==> config.mk <==
export PLATFORM = sky130hd
export DESIGN_NAME = instr_sequencer_flat
export DESIGN_NICKNAME = d
export VERILOG_FILES = /design/src/rtl/seq_pkg.sv /design/src/rtl/instr_sequencer_if.sv /design/src/rtl/sc_decoder_4to16.sv /design/src/rtl/instr_sequencer.sv /design/src/flat_wrapper.sv
export SDC_FILE = /design/constraint.sdc
export NUM_CORES = 1
export LEC_CHECK = 0
export CAP_MARGIN = 20
export CORE_AREA = 2 2 39 41
export DETAILED_ROUTE_END_ITERATION = 10
export DIE_AREA = 0 0 41 43
export DONT_BUFFER_PORTS = 1
export PLACE_DENSITY = 0.75
export SETUP_SLACK_MARGIN = 0.15
export SLEW_MARGIN = 20
export SYNTH_ARGS = -nofsm -noshare
export SYNTH_HDL_FRONTEND = slang
export SYNTH_SLANG_ARGS = --single-unit
==> constraint.sdc <==
create_clock -name CLK -period 2.9 [get_ports CLK]
set_clock_uncertainty 0.2 [all_clocks]
set_input_delay 0.29 -clock CLK [delete_from_list [all_inputs] [get_ports CLK]]
set_output_delay 0.29 -clock CLK [all_outputs]
set_load 0.02 [all_outputs]
==> src/rtl/seq_pkg.sv <==
// rtl/seq_pkg.sv - shared types and constants for the instruction sequencer
package seq_pkg;

  typedef enum logic [1:0] {
    HALT     = 2'd0,
    RUN      = 2'd1,
    STEP_RUN = 2'd2
  } seq_state_t;

  localparam logic [3:0] T0  = 4'd0;
  localparam logic [3:0] T1  = 4'd1;
  localparam logic [3:0] T2  = 4'd2;
  localparam logic [3:0] T3  = 4'd3;
  localparam logic [3:0] T4  = 4'd4;
  localparam logic [3:0] T5  = 4'd5;
  localparam logic [3:0] T6  = 4'd6;
  localparam logic [3:0] T7  = 4'd7;
  localparam logic [3:0] T8  = 4'd8;
  localparam logic [3:0] T9  = 4'd9;
  localparam logic [3:0] T10 = 4'd10;
  localparam logic [3:0] T11 = 4'd11;
  localparam logic [3:0] T12 = 4'd12;
  localparam logic [3:0] T13 = 4'd13;
  localparam logic [3:0] T14 = 4'd14;
  localparam logic [3:0] T15 = 4'd15;

  // Last time slot of each instruction class
  localparam logic [3:0] EOI_SLOT_R   = T2;
  localparam logic [3:0] EOI_SLOT_D7  = T3;
  localparam logic [3:0] EOI_SLOT_D34 = T4;
  localparam logic [3:0] EOI_SLOT_MEM = T5;
  localparam logic [3:0] EOI_SLOT_D6  = T6;

  localparam int IR_I   = 15;
  localparam int IR_HLT = 0;
  localparam int IR_ION = 7;
  localparam int IR_IOF = 6;

endpackage

==> src/rtl/instr_sequencer_if.sv <==
// rtl/instr_sequencer_if.sv - control-unit side signals of the instruction sequencer
interface instr_sequencer_if;

  logic [15:0] IR;
  logic        START;
  logic        STEP;
  logic        FGI;
  logic        FGO;
  logic [15:0] TIME_SIGNAL;
  logic [7:0]  DEC_SIGNAL;
  logic        INDIRECT_BIT;
  logic        INTERRUPT_R;
  logic        IEN;
  logic        HALTED;
  logic        SC_ERROR;

  modport master (
    output IR, START, STEP, FGI, FGO,
    input  TIME_SIGNAL, DEC_SIGNAL, INDIRECT_BIT, INTERRUPT_R, IEN, HALTED, SC_ERROR
  );

  modport slave (
    input  IR, START, STEP, FGI, FGO,
    output TIME_SIGNAL, DEC_SIGNAL, INDIRECT_BIT, INTERRUPT_R, IEN, HALTED, SC_ERROR
  );

endinterface

==> src/rtl/sc_decoder_4to16.sv <==
// rtl/sc_decoder_4to16.sv - sequence counter to one-hot time slot, gated off while halted
module sc_decoder_4to16 (
  input  logic [3:0]  sc,
  input  logic        en,
  output logic [15:0] t
);

  assign t = en ? (16'h0001 << sc) : 16'h0000;

endmodule

==> src/rtl/instr_sequencer.sv <==
// rtl/instr_sequencer.sv - SC, time/decode signals, halt/step control; interrupt logic under SEQ_INTERRUPT_EN
module instr_sequencer
  import seq_pkg::*;
(
  input  logic              CLK,
  input  logic              RESET,
  instr_sequencer_if.slave  bus
);

  seq_state_t  state_q, state_d;
  logic [3:0]  sc_q, sc_d;
  logic        indirect_q;
  logic        sc_error_q;
  logic        r_q, ien_q, r_eoi;
  logic [7:0]  dec;
  logic [15:0] time_sig;
  logic        running, eoi_instr, eoi, hlt, watchdog;
  logic        unused_ir;

  assign dec     = 8'd1 << bus.IR[14:12];
  assign running = (state_q != HALT);

  sc_decoder_4to16 u_sc_dec (
    .sc (sc_q),
    .en (running),
    .t  (time_sig)
  );

  // Instruction EOI is not gated by R: a pending interrupt lets the current instruction finish.
  always_comb begin
    eoi_instr = 1'b0;
    hlt       = 1'b0;
    if (running) begin
      case (sc_q)
        EOI_SLOT_D7: begin
          eoi_instr = dec[7];
          hlt       = dec[7] && !bus.IR[IR_I] && bus.IR[IR_HLT] && !r_q;
        end
        EOI_SLOT_D34: eoi_instr = dec[3] || dec[4];
        EOI_SLOT_MEM: eoi_instr = dec[0] || dec[1] || dec[2] || dec[5];
        EOI_SLOT_D6:  eoi_instr = dec[6];
        default:      eoi_instr = 1'b0;
      endcase
    end
  end

  assign eoi      = eoi_instr || r_eoi;
  assign watchdog = running && (sc_q == T15) && !eoi;

  always_comb begin
    state_d = state_q;
    sc_d    = sc_q;
    case (state_q)
      HALT: begin
        sc_d = T0;
        if (bus.START)     state_d = RUN;
        else if (bus.STEP) state_d = STEP_RUN;
      end
      RUN: begin
        sc_d = (eoi || watchdog) ? T0 : sc_q + 4'd1;
        if (hlt) state_d = HALT;
      end
      STEP_RUN: begin
        sc_d = (eoi || watchdog) ? T0 : sc_q + 4'd1;
        if (eoi) state_d = HALT;
      end
      default: begin
        state_d = HALT;
        sc_d    = T0;
      end
    endcase
  end

  always_ff @(posedge CLK) begin
    if (RESET) begin
      state_q    <= HALT;
      sc_q       <= T0;
      indirect_q <= 1'b0;
      sc_error_q <= 1'b0;
    end else begin
      state_q <= state_d;
      sc_q    <= sc_d;
      if (running && !r_q && (sc_q == T2)) indirect_q <= bus.IR[IR_I];
      if (watchdog) sc_error_q <= 1'b1;
    end
  end

`ifdef SEQ_INTERRUPT_EN
  logic ion, iof, r_set;

  assign r_eoi = running && r_q && (sc_q == EOI_SLOT_R);
  assign ion   = running && dec[7] && bus.IR[IR_I] && bus.IR[IR_ION] && (sc_q == T3);
  assign iof   = running && dec[7] && bus.IR[IR_I] && bus.IR[IR_IOF] && (sc_q == T3);
  // HLT and IOF both suppress an interrupt request raised in the same slot.
  assign r_set = running && (sc_q > T2) && ien_q && (bus.FGI || bus.FGO) && !hlt && !iof;

  always_ff @(posedge CLK) begin
    if (RESET) begin
      r_q   <= 1'b0;
      ien_q <= 1'b0;
    end else if (r_eoi) begin
      r_q   <= 1'b0;
      ien_q <= 1'b0;
    end else begin
      if (r_set) r_q <= 1'b1;
      if (iof)      ien_q <= 1'b0;
      else if (ion) ien_q <= 1'b1;
    end
  end
`else
  logic unused_int;

  assign r_q        = 1'b0;
  assign ien_q      = 1'b0;
  assign r_eoi      = 1'b0;
  assign unused_int = bus.FGI ^ bus.FGO ^ bus.IR[IR_ION] ^ bus.IR[IR_IOF];
`endif

  assign unused_ir = ^{bus.IR[11:8], bus.IR[5:1]};

  assign bus.TIME_SIGNAL  = time_sig;
  assign bus.DEC_SIGNAL   = dec;
  assign bus.INDIRECT_BIT = indirect_q;
  assign bus.INTERRUPT_R  = r_q;
  assign bus.IEN          = ien_q;
  assign bus.HALTED       = (state_q == HALT);
  assign bus.SC_ERROR     = sc_error_q;

endmodule

==> src/flat_wrapper.sv <==
// flat-port wrapper written by rule: the top's interface ports become plain ports
module instr_sequencer_flat import seq_pkg::*;
  (CLK, RESET, bus_IR, bus_START, bus_STEP, bus_FGI, bus_FGO, bus_TIME_SIGNAL, bus_DEC_SIGNAL, bus_INDIRECT_BIT, bus_INTERRUPT_R, bus_IEN, bus_HALTED, bus_SC_ERROR);
  instr_sequencer_if bus_i ();
  input  logic CLK;
  input  logic RESET;
  input wire logic [$bits(bus_i.IR)-1:0] bus_IR;
  input wire logic [$bits(bus_i.START)-1:0] bus_START;
  input wire logic [$bits(bus_i.STEP)-1:0] bus_STEP;
  input wire logic [$bits(bus_i.FGI)-1:0] bus_FGI;
  input wire logic [$bits(bus_i.FGO)-1:0] bus_FGO;
  output wire logic [$bits(bus_i.TIME_SIGNAL)-1:0] bus_TIME_SIGNAL;
  output wire logic [$bits(bus_i.DEC_SIGNAL)-1:0] bus_DEC_SIGNAL;
  output wire logic [$bits(bus_i.INDIRECT_BIT)-1:0] bus_INDIRECT_BIT;
  output wire logic [$bits(bus_i.INTERRUPT_R)-1:0] bus_INTERRUPT_R;
  output wire logic [$bits(bus_i.IEN)-1:0] bus_IEN;
  output wire logic [$bits(bus_i.HALTED)-1:0] bus_HALTED;
  output wire logic [$bits(bus_i.SC_ERROR)-1:0] bus_SC_ERROR;
  assign bus_i.IR = bus_IR;
  assign bus_i.START = bus_START;
  assign bus_i.STEP = bus_STEP;
  assign bus_i.FGI = bus_FGI;
  assign bus_i.FGO = bus_FGO;
  assign bus_TIME_SIGNAL = bus_i.TIME_SIGNAL;
  assign bus_DEC_SIGNAL = bus_i.DEC_SIGNAL;
  assign bus_INDIRECT_BIT = bus_i.INDIRECT_BIT;
  assign bus_INTERRUPT_R = bus_i.INTERRUPT_R;
  assign bus_IEN = bus_i.IEN;
  assign bus_HALTED = bus_i.HALTED;
  assign bus_SC_ERROR = bus_i.SC_ERROR;
  instr_sequencer u_core (.CLK(CLK), .RESET(RESET), .bus(bus_i));
endmodule
==> impl_metrics.ini, run 1 <==
[timing]
timing.final.max_slew_violations = 0
rsz0062_at_grt = false
min_period_over_period_pct = 88.5
setup_tns_ns = 0
setup_viol = 0
holdWs_ns = 0.0364
worst_pin_slew_ns = 0.690
slew_headroom_pct = 53.9
max_freq_mhz = 390
period_minus_slack_ns = 2.57
worst_slack_ns = 0.334
finalHoldViolCount = 0

[job]
cap_viol_max_count = 0

[synth]
ys.flop_type = dfxtp_1
synth_area_leaders = dfxtp_1, ha_1, nor2_1
async_flop_share_pct = 0
synth_top_area_share_pct = 19.8
syn_area_um2 = 810
netlist-cell-type-count = 35
synth_cells = 104
synth.avg_cell_area_um2 = 7.78
synth-edff-count = 0
synth_top_cell_by_area = dfxtp_1
synth_seq_area_share_pct = 19.8
synth_commonest_cells = nor2_1, ha_1, dfxtp_1, inv_1, nand2_1
synth.most_common_cell = nor2_1
ys_ff_latch = 8
synth_warnings = 0

[power_and_ir_drop]
worst_ir_drop_vdd_uv = 526
p_sw_mw = 0.244
p_leak_nw = 0.351
seqPwrFrac_pct = 27.5
p_int_mw = 0.288
powerDensity_nw_per_um2 = 647
clockPowerShare_pct = 15.8
combPwrFrac_pct = 56.7
swShare_pct = 45.9

[layout]
layout.nets = 136
final_core_util_pct = 59.5
area_delta_synth_final_pct = 1.70
fin_cells = 119
diodes = 0
drive_gt1_share_pct = 8.74

[global_routing]
grt_usage_pct = 21.9
grt_pass1_wl_um = 2550
grt_max_degree = 16
grtUsageMet1_pct = 25.7
antenna_found_initial = 0
grtUsageMet2_pct = 31.9
use_met3_pct = 7.33
top_usage_layer = met2
grt_pass1_vias = 599
overflow = 0

[worst_setup_path]
rrSetupSlack_ns = 0.33
startpoint_type = register
cp_max_fo = 13
r2r_start = u_core.state_q[0]$_SDFFE_PP0P_
crit_type = register to register
cp_slowest_stage_delay_ns = 0.55
timing.rr.end = u_core.bus.INDIRECT_BIT$_SDFFE_PP0P_
end_kind = register
crit_path_cell_trace = inv_1 > ha_1 > buf_4 > nor3_1 > and2_1 > mux2i_1 > nor2_1 > dlygate4sd3_1
arrival_ns = 2.50
worstRegToRegCells = 8
crit_slowest_cell = dlygate4sd3_1
startpoint = u_core.state_q[0]$_SDFFE_PP0P_
critPathRequiredTime_ns = 2.83

[drt]
wire_per_inst_um = 13.8
dr_total_vias = 691
drt-total-wl_um = 1650
dr.first_iter.drc_count = 10
avgViaCountPerCell = 5.81
drtPass1Iterations = 4
drc = 0
drt.antenna.violating_nets = 0

[placed_design]
dp_hpwl_um = 1260
io_buffer_count = 0
post-place-ws_ns = 0.625
place.gp.congestion = 0.739
dp.cells = 114

[floorplan]
io_pins = 51
num_rows = 14
dieHeight_um = 43
die_w_um = 41
core-area_um2 = 1380
dieArea_um2 = 1760
start_util_pct = 58.5

[min_path]
min_to = u_core.state_q[0]$_SDFFE_PP0P_
holdCritStartpoint = RESET
min_path_type = primary input to register
hold_path_depth = 2

[clocking]
h-tree-depth = 1
cts_resized = 0
cts.sinks = 8
clockRootBuffer = clkbuf_4
clk_pin_slew_ns = 0.06
clock_latency_ns = 0.25
numCtsBuffers = 3
clock_path_buffers = 2
cts_tree = yes

[status]
status = completed
[worst max-delay path: cells and delay by family, from the launching register on]
kind                       cells  cell delay (ns)
adders and majority gates      1             0.22
and+or+nand+nor                3             0.63
DFF                            1             0.34
buffers and inverters          3             0.83
muxes                          1             0.23
[metrics by stage]
stage | instance area [um2] | power (mW)
finish | 823 | 0.533
CTS | 823 | 0.538
global placement | 781 | 0.436
global route | 823 | 0.582
floorplan | 813 | 0.393
detailed placement | 781 | 0.448
[registers in the layout, summed over array words and instances, names as in the netlist]
name                     count
u_core.bus.SC_ERROR          1
u_core.state_q               2
u_core.sc_q                  4
u_core.bus.INDIRECT_BIT      1
[what timing repair did]
| item | in CTS | in global routing |
|---|---|---|
| buffers inserted | 0 | 0 |
| hold buffers | 2 | 0 |
| endpoints found under the hold margin | 4 | 0 |
[final cells by class]
cell class / instances / area, um2
Clock buffer: 3 / 22.5
Fill cell: 130 / 561
Inverter: 7 / 26.3
Multi-Input combinational cell: 82 / 567
Sequential cell: 8 / 160
Tap cell: 16 / 20.0
Timing Repair Buffer: 3 / 27.5
[how the worst max path moves through the flow]
stage / endpoint / slack (ns) / cells after the start
2_1_floorplan: u_core.state_q[0]$_SDFFE_PP0P_ / 0.68 / 7
3_3_place_gp: u_core.state_q[0]$_SDFFE_PP0P_ / 0.67 / 7
3_5_place_dp: u_core.state_q[0]$_SDFFE_PP0P_ / 0.62 / 7
4_1_cts: u_core.bus.INDIRECT_BIT$_SDFFE_PP0P_ / 0.35 / 8
5_1_grt: u_core.bus.INDIRECT_BIT$_SDFFE_PP0P_ / 0.19 / 8
6_report: u_core.bus.INDIRECT_BIT$_SDFFE_PP0P_ / 0.33 / 8
[power by group through the flow]
stage          clock (mW)  combinational, mW  sequential [mW]
2_1_floorplan           0              0.248            0.145
3_3_place_gp            0              0.289            0.148
3_5_place_dp            0              0.298            0.149
4_1_cts            0.0876              0.303            0.147
5_1_grt            0.0941              0.337            0.151
6_report           0.0841              0.302            0.147
[layer usage]
| layer | share of wire (%) | routed length (um) |
|---|---|---|
| met1 | 42 | 699 |
| met2 | 49 | 808 |
| met3 | 7.5 | 123 |
| met4 | 0.91 | 15 |
| met5 | 0 | 0 |
[logic make-up after synthesis]
family | synth area share [%]
XOR/XNOR | 1.08
other | 0.463
flip-flops | 19.8
adder cells (fa/ha/maj) | 13.9
multiplexers | 1.24
buffers and inverters | 10.7
AO/OA/AOI/OAI | 8.96
AND/OR/NAND/NOR | 43.9
[placed cells by master (no fill, tap or decap), types with 2 or more instances in the layout]
cell,instances
and3b_1,2
dfxtp_1,8
ha_1,9
or4_1,2
nor3_1,3
clkbuf_4,3
nor2b_1,2
nor3b_2,2
nand2b_1,4
nor3b_1,6
and3_1,3
dlygate4sd3_1,2
and2_1,4
o31ai_1,2
conb_1,2
nor2_1,18
nand2_1,7
inv_1,7
(Power assumes the default switching activity.)
==> inputs of run 2 (changes only) <==
--- a/config.mk
+++ b/config.mk
@@ -5,8 +5,8 @@
 export SDC_FILE = /design/constraint.sdc
 export NUM_CORES = 1
 export LEC_CHECK = 0
-export CAP_MARGIN = 20
 export CORE_AREA = 2 2 39 41
+export CTS_CLUSTER_DIAMETER = 30
 export DETAILED_ROUTE_END_ITERATION = 10
 export DIE_AREA = 0 0 41 43
 export DONT_BUFFER_PORTS = 1
==> results of run 2 <==
Final layout, timing and power as in run 1 (identical DEF).
